$ cat src/rtl/can_frame_decoder.sv
// CAN 2.0A receive-side frame decoder: destuffs the serial bitstream, parses the fields,
// checks CRC-15 and fixed-form bits, and pulses one status output per frame.
module can_frame_decoder #(
  parameter int unsigned IDLE_BITS = 11
) (
  input  logic        clock_i,
  input  logic        reset_i,
  input  logic        bit_i,
  input  logic        bit_valid_i,
  output logic [10:0] msg_id_o,
  output logic        rtr_o,
  output logic [3:0]  dlc_o,
  output logic [63:0] data_o,
  output logic        frame_valid_o,
  output logic        crc_error_o,
  output logic        stuff_error_o,
  output logic        form_error_o,
  output logic        busy_o
);

  typedef enum logic [3:0] {
    StIdle, StArb, StCtrl, StData, StCrc, StCrcDel, StAck, StAckDel, StEof, StRecover
  } state_e;

  localparam logic [15:0] IdleBits = 16'(IDLE_BITS);

  state_e      state_q;
  logic [6:0]  cnt_q;
  logic [6:0]  len_q;
  logic        run_val_q;
  logic [2:0]  run_cnt_q;
  logic [14:0] crc_q;
  logic [14:0] crc_rx_q;
  logic [10:0] id_q;
  logic        rtr_q;
  logic [3:0]  dlc_q;
  logic [63:0] data_q;
  logic [15:0] rec_cnt_q;

  logic        stuff_region;
  logic        stuff_slot;
  logic        same_bit;
  logic [2:0]  run_cnt_inc;
  logic [14:0] crc_upd;
  logic [14:0] crc_rx_full;
  logic [3:0]  dlc_full;
  logic [6:0]  len_bits;

  always_comb begin
    stuff_region = (state_q == StArb) || (state_q == StCtrl) ||
                   (state_q == StData) || (state_q == StCrc);
    stuff_slot   = stuff_region && (run_cnt_q == 3'd5);
    same_bit     = (bit_i == run_val_q);
    run_cnt_inc  = same_bit ? 3'(run_cnt_q + 3'd1) : 3'd1;
    crc_upd      = {crc_q[13:0], 1'b0} ^ ({15{bit_i ^ crc_q[14]}} & 15'h4599);
    crc_rx_full  = {crc_rx_q[13:0], bit_i};
    dlc_full     = {dlc_q[2:0], bit_i};
    // DLC values 9..15 still carry only eight bytes.
    if (rtr_q)            len_bits = 7'd0;
    else if (dlc_full[3]) len_bits = 7'd64;
    else                  len_bits = {1'b0, dlc_full[2:0], 3'b000};
  end

  assign busy_o = (state_q != StIdle);

  always_ff @(posedge clock_i) begin
    if (reset_i) begin
      state_q       <= StIdle;
      cnt_q         <= '0;
      len_q         <= '0;
      run_val_q     <= 1'b0;
      run_cnt_q     <= '0;
      crc_q         <= '0;
      crc_rx_q      <= '0;
      id_q          <= '0;
      rtr_q         <= 1'b0;
      dlc_q         <= '0;
      data_q        <= '0;
      rec_cnt_q     <= '0;
      msg_id_o      <= '0;
      rtr_o         <= 1'b0;
      dlc_o         <= '0;
      data_o        <= '0;
      frame_valid_o <= 1'b0;
      crc_error_o   <= 1'b0;
      stuff_error_o <= 1'b0;
      form_error_o  <= 1'b0;
    end else begin
      frame_valid_o <= 1'b0;
      crc_error_o   <= 1'b0;
      stuff_error_o <= 1'b0;
      form_error_o  <= 1'b0;
      if (bit_valid_i) begin
        if (stuff_slot) begin
          if (same_bit) begin
            stuff_error_o <= 1'b1;
            rec_cnt_q     <= '0;
            state_q       <= StRecover;
          end else begin
            run_val_q <= bit_i;
            run_cnt_q <= 3'd1;
            // cnt_q parks at 15 when the final CRC bit still owes a stuff bit.
            if (state_q == StCrc && cnt_q == 7'd15) state_q <= StCrcDel;
          end
        end else begin
          if (stuff_region) begin
            run_val_q <= bit_i;
            run_cnt_q <= run_cnt_inc;
          end
          unique case (state_q)
            StIdle: begin
              if (!bit_i) begin
                state_q   <= StArb;
                cnt_q     <= '0;
                run_val_q <= 1'b0;
                run_cnt_q <= 3'd1;
                crc_q     <= '0;
                data_q    <= '0;
              end
            end
            StArb: begin
              crc_q <= crc_upd;
              if (cnt_q == 7'd11) begin
                rtr_q   <= bit_i;
                cnt_q   <= '0;
                state_q <= StCtrl;
              end else begin
                id_q  <= {id_q[9:0], bit_i};
                cnt_q <= cnt_q + 7'd1;
              end
            end
            StCtrl: begin
              crc_q <= crc_upd;
              if (cnt_q >= 7'd2) dlc_q <= dlc_full;
              if (cnt_q == 7'd0 && bit_i) begin
                form_error_o <= 1'b1;
                rec_cnt_q    <= '0;
                state_q      <= StRecover;
              end else if (cnt_q == 7'd5) begin
                len_q   <= len_bits;
                cnt_q   <= '0;
                state_q <= (len_bits == 7'd0) ? StCrc : StData;
              end else begin
                cnt_q <= cnt_q + 7'd1;
              end
            end
            StData: begin
              crc_q                        <= crc_upd;
              data_q[6'd63 - cnt_q[5:0]]   <= bit_i;
              if (cnt_q + 7'd1 == len_q) begin
                cnt_q   <= '0;
                state_q <= StCrc;
              end else begin
                cnt_q <= cnt_q + 7'd1;
              end
            end
            StCrc: begin
              crc_rx_q <= crc_rx_full;
              if (cnt_q == 7'd14) begin
                cnt_q <= 7'd15;
                if (crc_rx_full != crc_q) begin
                  crc_error_o <= 1'b1;
                  rec_cnt_q   <= '0;
                  state_q     <= StRecover;
                end else if (run_cnt_inc != 3'd5) begin
                  state_q <= StCrcDel;
                end
              end else begin
                cnt_q <= cnt_q + 7'd1;
              end
            end
            StCrcDel, StAckDel: begin
              if (!bit_i) begin
                form_error_o <= 1'b1;
                rec_cnt_q    <= '0;
                state_q      <= StRecover;
              end else begin
                cnt_q   <= '0;
                state_q <= (state_q == StCrcDel) ? StAck : StEof;
              end
            end
            StAck: state_q <= StAckDel;
            StEof: begin
              if (!bit_i) begin
                form_error_o <= 1'b1;
                rec_cnt_q    <= '0;
                state_q      <= StRecover;
              end else if (cnt_q == 7'd6) begin
                msg_id_o      <= id_q;
                rtr_o         <= rtr_q;
                dlc_o         <= dlc_q;
                data_o        <= data_q;
                frame_valid_o <= 1'b1;
                state_q       <= StIdle;
              end else begin
                cnt_q <= cnt_q + 7'd1;
              end
            end
            StRecover: begin
              if (!bit_i) begin
                rec_cnt_q <= '0;
              end else if (rec_cnt_q + 16'd1 >= IdleBits) begin
                rec_cnt_q <= '0;
                state_q   <= StIdle;
              end else begin
                rec_cnt_q <= rec_cnt_q + 16'd1;
              end
            end
            default: state_q <= StIdle;
          endcase
        end
      end
    end
  end

endmodule

$ cat config.mk
export PLATFORM = sky130hd
export DESIGN_NAME = can_frame_decoder
export DESIGN_NICKNAME = d
export VERILOG_FILES = /design/src/rtl/can_frame_decoder.sv
export SDC_FILE = /design/constraint.sdc
export NUM_CORES = 1
export LEC_CHECK = 0
export ABC_CLOCK_PERIOD_IN_PS = 4100
export CAP_MARGIN = 20
export CELL_PAD_IN_SITES_DETAIL_PLACEMENT = 0
export CELL_PAD_IN_SITES_GLOBAL_PLACEMENT = 2
export CORE_UTILIZATION = 37
export DETAILED_ROUTE_END_ITERATION = 7
export PLACE_DENSITY = 0.91
export SETUP_SLACK_MARGIN = 0.5
export SLEW_MARGIN = 5
export SYNTH_ARGS = -nofsm -noshare
export SYNTH_HDL_FRONTEND = slang
export SYNTH_SLANG_ARGS = --single-unit
export TNS_END_PERCENT = 20
$ cat constraint.sdc
create_clock -name clock_i -period 4.1 [get_ports clock_i]
set_input_delay 0.82 -clock clock_i [delete_from_list [all_inputs] [get_ports clock_i]]
set_output_delay 0.82 -clock clock_i [all_outputs]
set_load 0.05 [all_outputs]
**Word level (Yosys, flattened, before mapping)**

Index checks and enable logic that the tools add are counted.

- Register bits: 231
- Input bits: 4
- Output and inout bits: 85
- Word-level logic and storage cells: 175

- $add $sub $neg: 4
- Magnitude comparators: 4
- Eq/ne operators: 39
- Multiplexer cells: 64
- Bitwise logic cells: 10
- Reductions and logical operators: 34

Operators by type and width:

| kind | count |
|---|---|
| two-way mux 16 bit | 8 |
| one-hot mux 64 bit (2 select lines) | 1 |
| two-way mux 7 bit | 11 |
| two-way mux 4 bit | 17 |
| bitwise mux 64 bit | 1 |
| two-way mux 64 bit | 1 |
| one-hot mux 16 bit (4 select lines) | 1 |
| one-hot mux 7 bit (7 select lines) | 1 |
| one-hot mux 4 bit (9 select lines) | 1 |
| one-hot mux 15 bit (2 select lines) | 1 |
| equality test 7 x 4 -> 1 bit, second input constant | 3 |
| two-way mux 3 bit | 7 |
| AND reduction 4 bit | 5 |
| != test 3 x 2 -> 1 bit, second input constant | 6 |
| adder 16 x 1 -> 16 bit, second input constant | 1 |
| equality test 4 x 3 -> 1 bit, second input constant | 4 |
| greater-or-equal comparator 16 x 4 -> 1 bit, second input constant | 1 |
| two-way mux 15 bit | 1 |
| != test 15 bit | 1 |
| XOR 15 bit | 1 |
| equality test 7 x 3 -> 1 bit, second input constant | 2 |
| zero test 7 bit | 2 |
| != test 2 bit, second input constant | 6 |
| != test 3 bit, second input constant | 4 |
| other kinds (37) | 68 |

**Depth between registers and ports, before layout**

- Depth in word-level cells: 8
- Mapped depth: 11
- Gate-level depth less buffers: 9

**Least setup slack after synthesis**

OpenSTA, ideal clock, no wires.

- Kind: in2reg
- Start point: in bit_valid_i
- End point: reg len_q[3]
- Setup time: 128 ps
- Arrival time: 2,407 ps
- Required time: 3,972 ps
- Slack: 1,565 ps
- Stages on the path: 6
- Path buffers: 1
- Cell sequence: clkbuf_1 > o41ai_4 > nor4_1 > and2b_1 > a31oi_1 > nor2_1

- Cells in the longest elaborated chain, start to end: 1

RTL lines:

| element | line | source |
|---|---|---|
| start, declared | 9 | `input logic bit_valid_i,` |
| AND reduction 5 bit (no source line) | n/a |  |
| end signal, assigned | 140 | `len_q <= len_bits;` |
| end, declared | 29 | `logic [6:0] len_q;` |

No other way between the ends.
A chain may end at the register's enable or synchronous reset.

**Worst setup path in the final report**

- Start point: reg state_q[3]
- End point: out busy_o

- Cells in the longest elaborated chain, start to end: 1

RTL lines:

| element | line | source |
|---|---|---|
| start, declared | 27 | `state_e state_q;` |
| start signal, assigned | 68 | `state_q <= StIdle;` |
| start signal, assigned | 98 | `state_q <= StRecover;` |
| start signal, assigned | 103 | `if (state_q == StCrc && cnt_q == 7'd15) state_q <= StCrcDel;` |
| nonzero test 4 bit | 64 | `assign busy_o = (state_q != StIdle);` |
| end, declared | 18 | `output logic busy_o` |

No other way between the ends.

==> results <==
routing by layer:
layer	vias to the layer above	global-route usage, %	share of wire (%)
met5	-	0	0
met4	0	5.65	2.2
met3	44	2.66	5.5
met2	260	28.1	43
met1	4275	28.3	49
li1	4643	-	-
stage by stage:
stage	cell area, um^2	hold slack, ps	total power [mW]	worst slack (ps)	util (%)
4_1_cts	12200	454	5.56	577	45.1
6_report	12200	448	5.51	589	45.2
3_5_place_dp	11400	445	3.34	739	42.2
5_1_grt	12200	464	5.76	526	45.2
3_3_place_gp	11400	440	3.33	738	42.1
2_1_floorplan	10200	428	3.05	1570	-
worst reg2reg max path: stages (launching register included):
cell	delay, ps
dfxtp_1	540
nor4b_1	920
and4_1	300
and4_1	280
nor3_2	70
o211ai_2	580
nor3_1	140
a311o_1	340
layout make-up:
type                    instances  area [um^2]  share of cell area (%)
multi-input cells             971         5230                    42.8
flip-flops and latches        228         4560                    37.4
repair buffers                122         1160                    9.48
clock buffers                  35          693                    5.68
well taps                     341          427                    3.50
clock inverters                 9          101                   0.830
inverters                       9         33.8                   0.277
power breakdown:
part | total [mW] | internal [mW] | switching [mW]
Clock | 2.20 | 1.30 | 0.900
Combinational | 0.993 | 0.322 | 0.672
Sequential | 2.31 | 2.25 | 0.0677
final timing paths:
kind,end,slack (ps),cells after the start
worst max-delay path,busy_o,590,3
worst min-delay path,data_o[7],450,2
worst min register to register,data_o[7],450,2
worst max register to register,rec_cnt_q[2],820,7
registers in the layout, summed over array words and instances, names as in the netlist, 7 cells and up:
signal,cells
msg_id_o,11
data_q,64
data_o,64
rec_cnt_q,16
crc_rx_q,14
cnt_q,7
crc_q,15
id_q,11
cells by family after synthesis:
kind of cell,after synthesis
XOR/XNOR,37
flip-flops,228
AO/OA/AOI/OAI,406
buffers and inverters,119
multiplexers,21
AND/OR/NAND/NOR,499
adder cells (fa/ha/maj),8
placed cells by master (no fill, tap or decap), types with 22 or more instances in the layout:
| cell type | synthesis | routed |
|---|---|---|
| nand3_1 | 24 | 24 |
| nor2_1 | 58 | 58 |
| o21ai_0 | 92 | 92 |
| clkbuf_16 | 0 | 25 |
| dfxtp_1 | 228 | 228 |
| and3_1 | 24 | 24 |
| clkdlybuf4s50_1 | 0 | 87 |
| nor3_1 | 26 | 22 |
| a21oi_1 | 254 | 254 |
| nand2_1 | 287 | 286 |
| buf_4 | 0 | 31 |
==> qor.yml <==
run_status:
  status: "finished clean"
global_route:
  antenna_found_initial: 0
  grt_pass1_vias: 8407
  grt_max_degree: 92
  grt_pass1_wl_um: 44500
  overflow: 0
  grt_usage_pct: 19.0
timing:
  skew_ps: 15.0
  fmax_mhz: 285
  finalMaxSlewViolations: 0
  min_period_ps: 3510
  setup_viol: 0
  max_slew.worst_pin.slew_ps: 1030
  fin_crit_sh_pct: 85.6
  tns_ps: 0
  finalHoldViolCount: 0
  maxSlewHeadroom_pct: 31.2
  rsz0062_at_grt: "false"
clock_tree:
  ctsResizeCount: 0
  cts.sink_count: 228
  cts_root_buf: "clkbuf_16"
  htreeDepth: 1
  postCtsHoldBufs: 0
  post_cts_buffers: 0
  clkTransAtPathRegs_ps: 60
  cts_tree: "built"
  numCtsBuffers: 25
  clkLatencyLatePin_ps: 530
  clockBufferDepth: 3
synth:
  synthArstFlopShare_pct: 0
  synthXorXnorAreaFrac_pct: 3.17
  synth.cell_area_mm2: 0.0102
  synth.area.mux_share_pct: 2.05
  synth_compound_area_share_pct: 22.1
  ys_seq_elements: 228
  synthAdderAreaFrac_pct: 0.978
  synth_flop_cell: "dfxtp_1"
  yosysSeqAreaShare_pct: 44.6
  synth_nets: 1330
  synth_top_cell_by_area: "dfxtp_1"
  synth_area_per_cell_um2: 7.76
  yosys-top-cells-count: "287 x nand2_1, 254 x a21oi_1, 228 x dfxtp_1"
  synth_cell_type_count: 69
  synth_top_family_by_area: "simple AND/OR/NAND/NOR gates"
  synthCells: 1318
  synthTopCellsByArea: "dfxtp_1 45%, a21oi_1 12%, nand2_1 11%"
  synth_most_common_cell: "nand2_1"
  yosys.area_share.simple_pct: 22.4
  yosys_warnings: 0
  synth_edf_count: 0
  synth_top_area_share_pct: 44.6
floorplanning:
  rows: 60
  fp.dieArea_mm2: 0.0283
  die_x_um: 168
  start_util_pct: 37.9
  io_pins: 89
  coreArea_mm2: 0.0270
  die_h_um: 168
setup_path:
  crit_slowest_cell: "clkdlybuf4s50_1"
  crit_chain: "buf_4 > or4_1 > clkdlybuf4s50_1"
  critPathBufInv: 2
  worstPathMaxFanout: 20
  cp.required_ps: 3280
  r2r_start: "state_q[3]"
  arrival_ps: 2690
  critPathTopFamily: "buffers and inverters"
  crit_path_start_kind: "register"
  worst_setup_path_end_kind: "output port"
  cpPeakStageDelay_ps: 730
  cp-startpoint: "state_q[3]"
  critPathKind: "register to output port"
routing:
  drt_iter0_markers: 752
  vias_per_cell: 5.38
  firstDrtPassIters: 5
  vias: 9222
  wirelength_um: 26900
  drc: 0
  wire_per_inst_um: 15.7
  ant_nets: 0
flow_run:
  drv_cap: 0
placed_design:
  hpwlAfterDp_um: 17100
  globalplace.congestion: 0.854
  dp_cells: 1670
  port_buffers: 88
layout:
  fillers: 2750
  area_growth_pct: 19.3
  diodes: 0
  fin_nets: 1369
  drive_gt1_share_pct: 7.13
  finalNonFillerCells: 1715
min_path:
  min_from: "data_q[7]"
  hp-class: "register to register"
pwr:
  power_density_mw_per_mm2: 451
  vdd_drop_max_mv: 0.228
  p_leak_nw: 4.20
No activity file was read; power rests on OpenSTA's default activity.
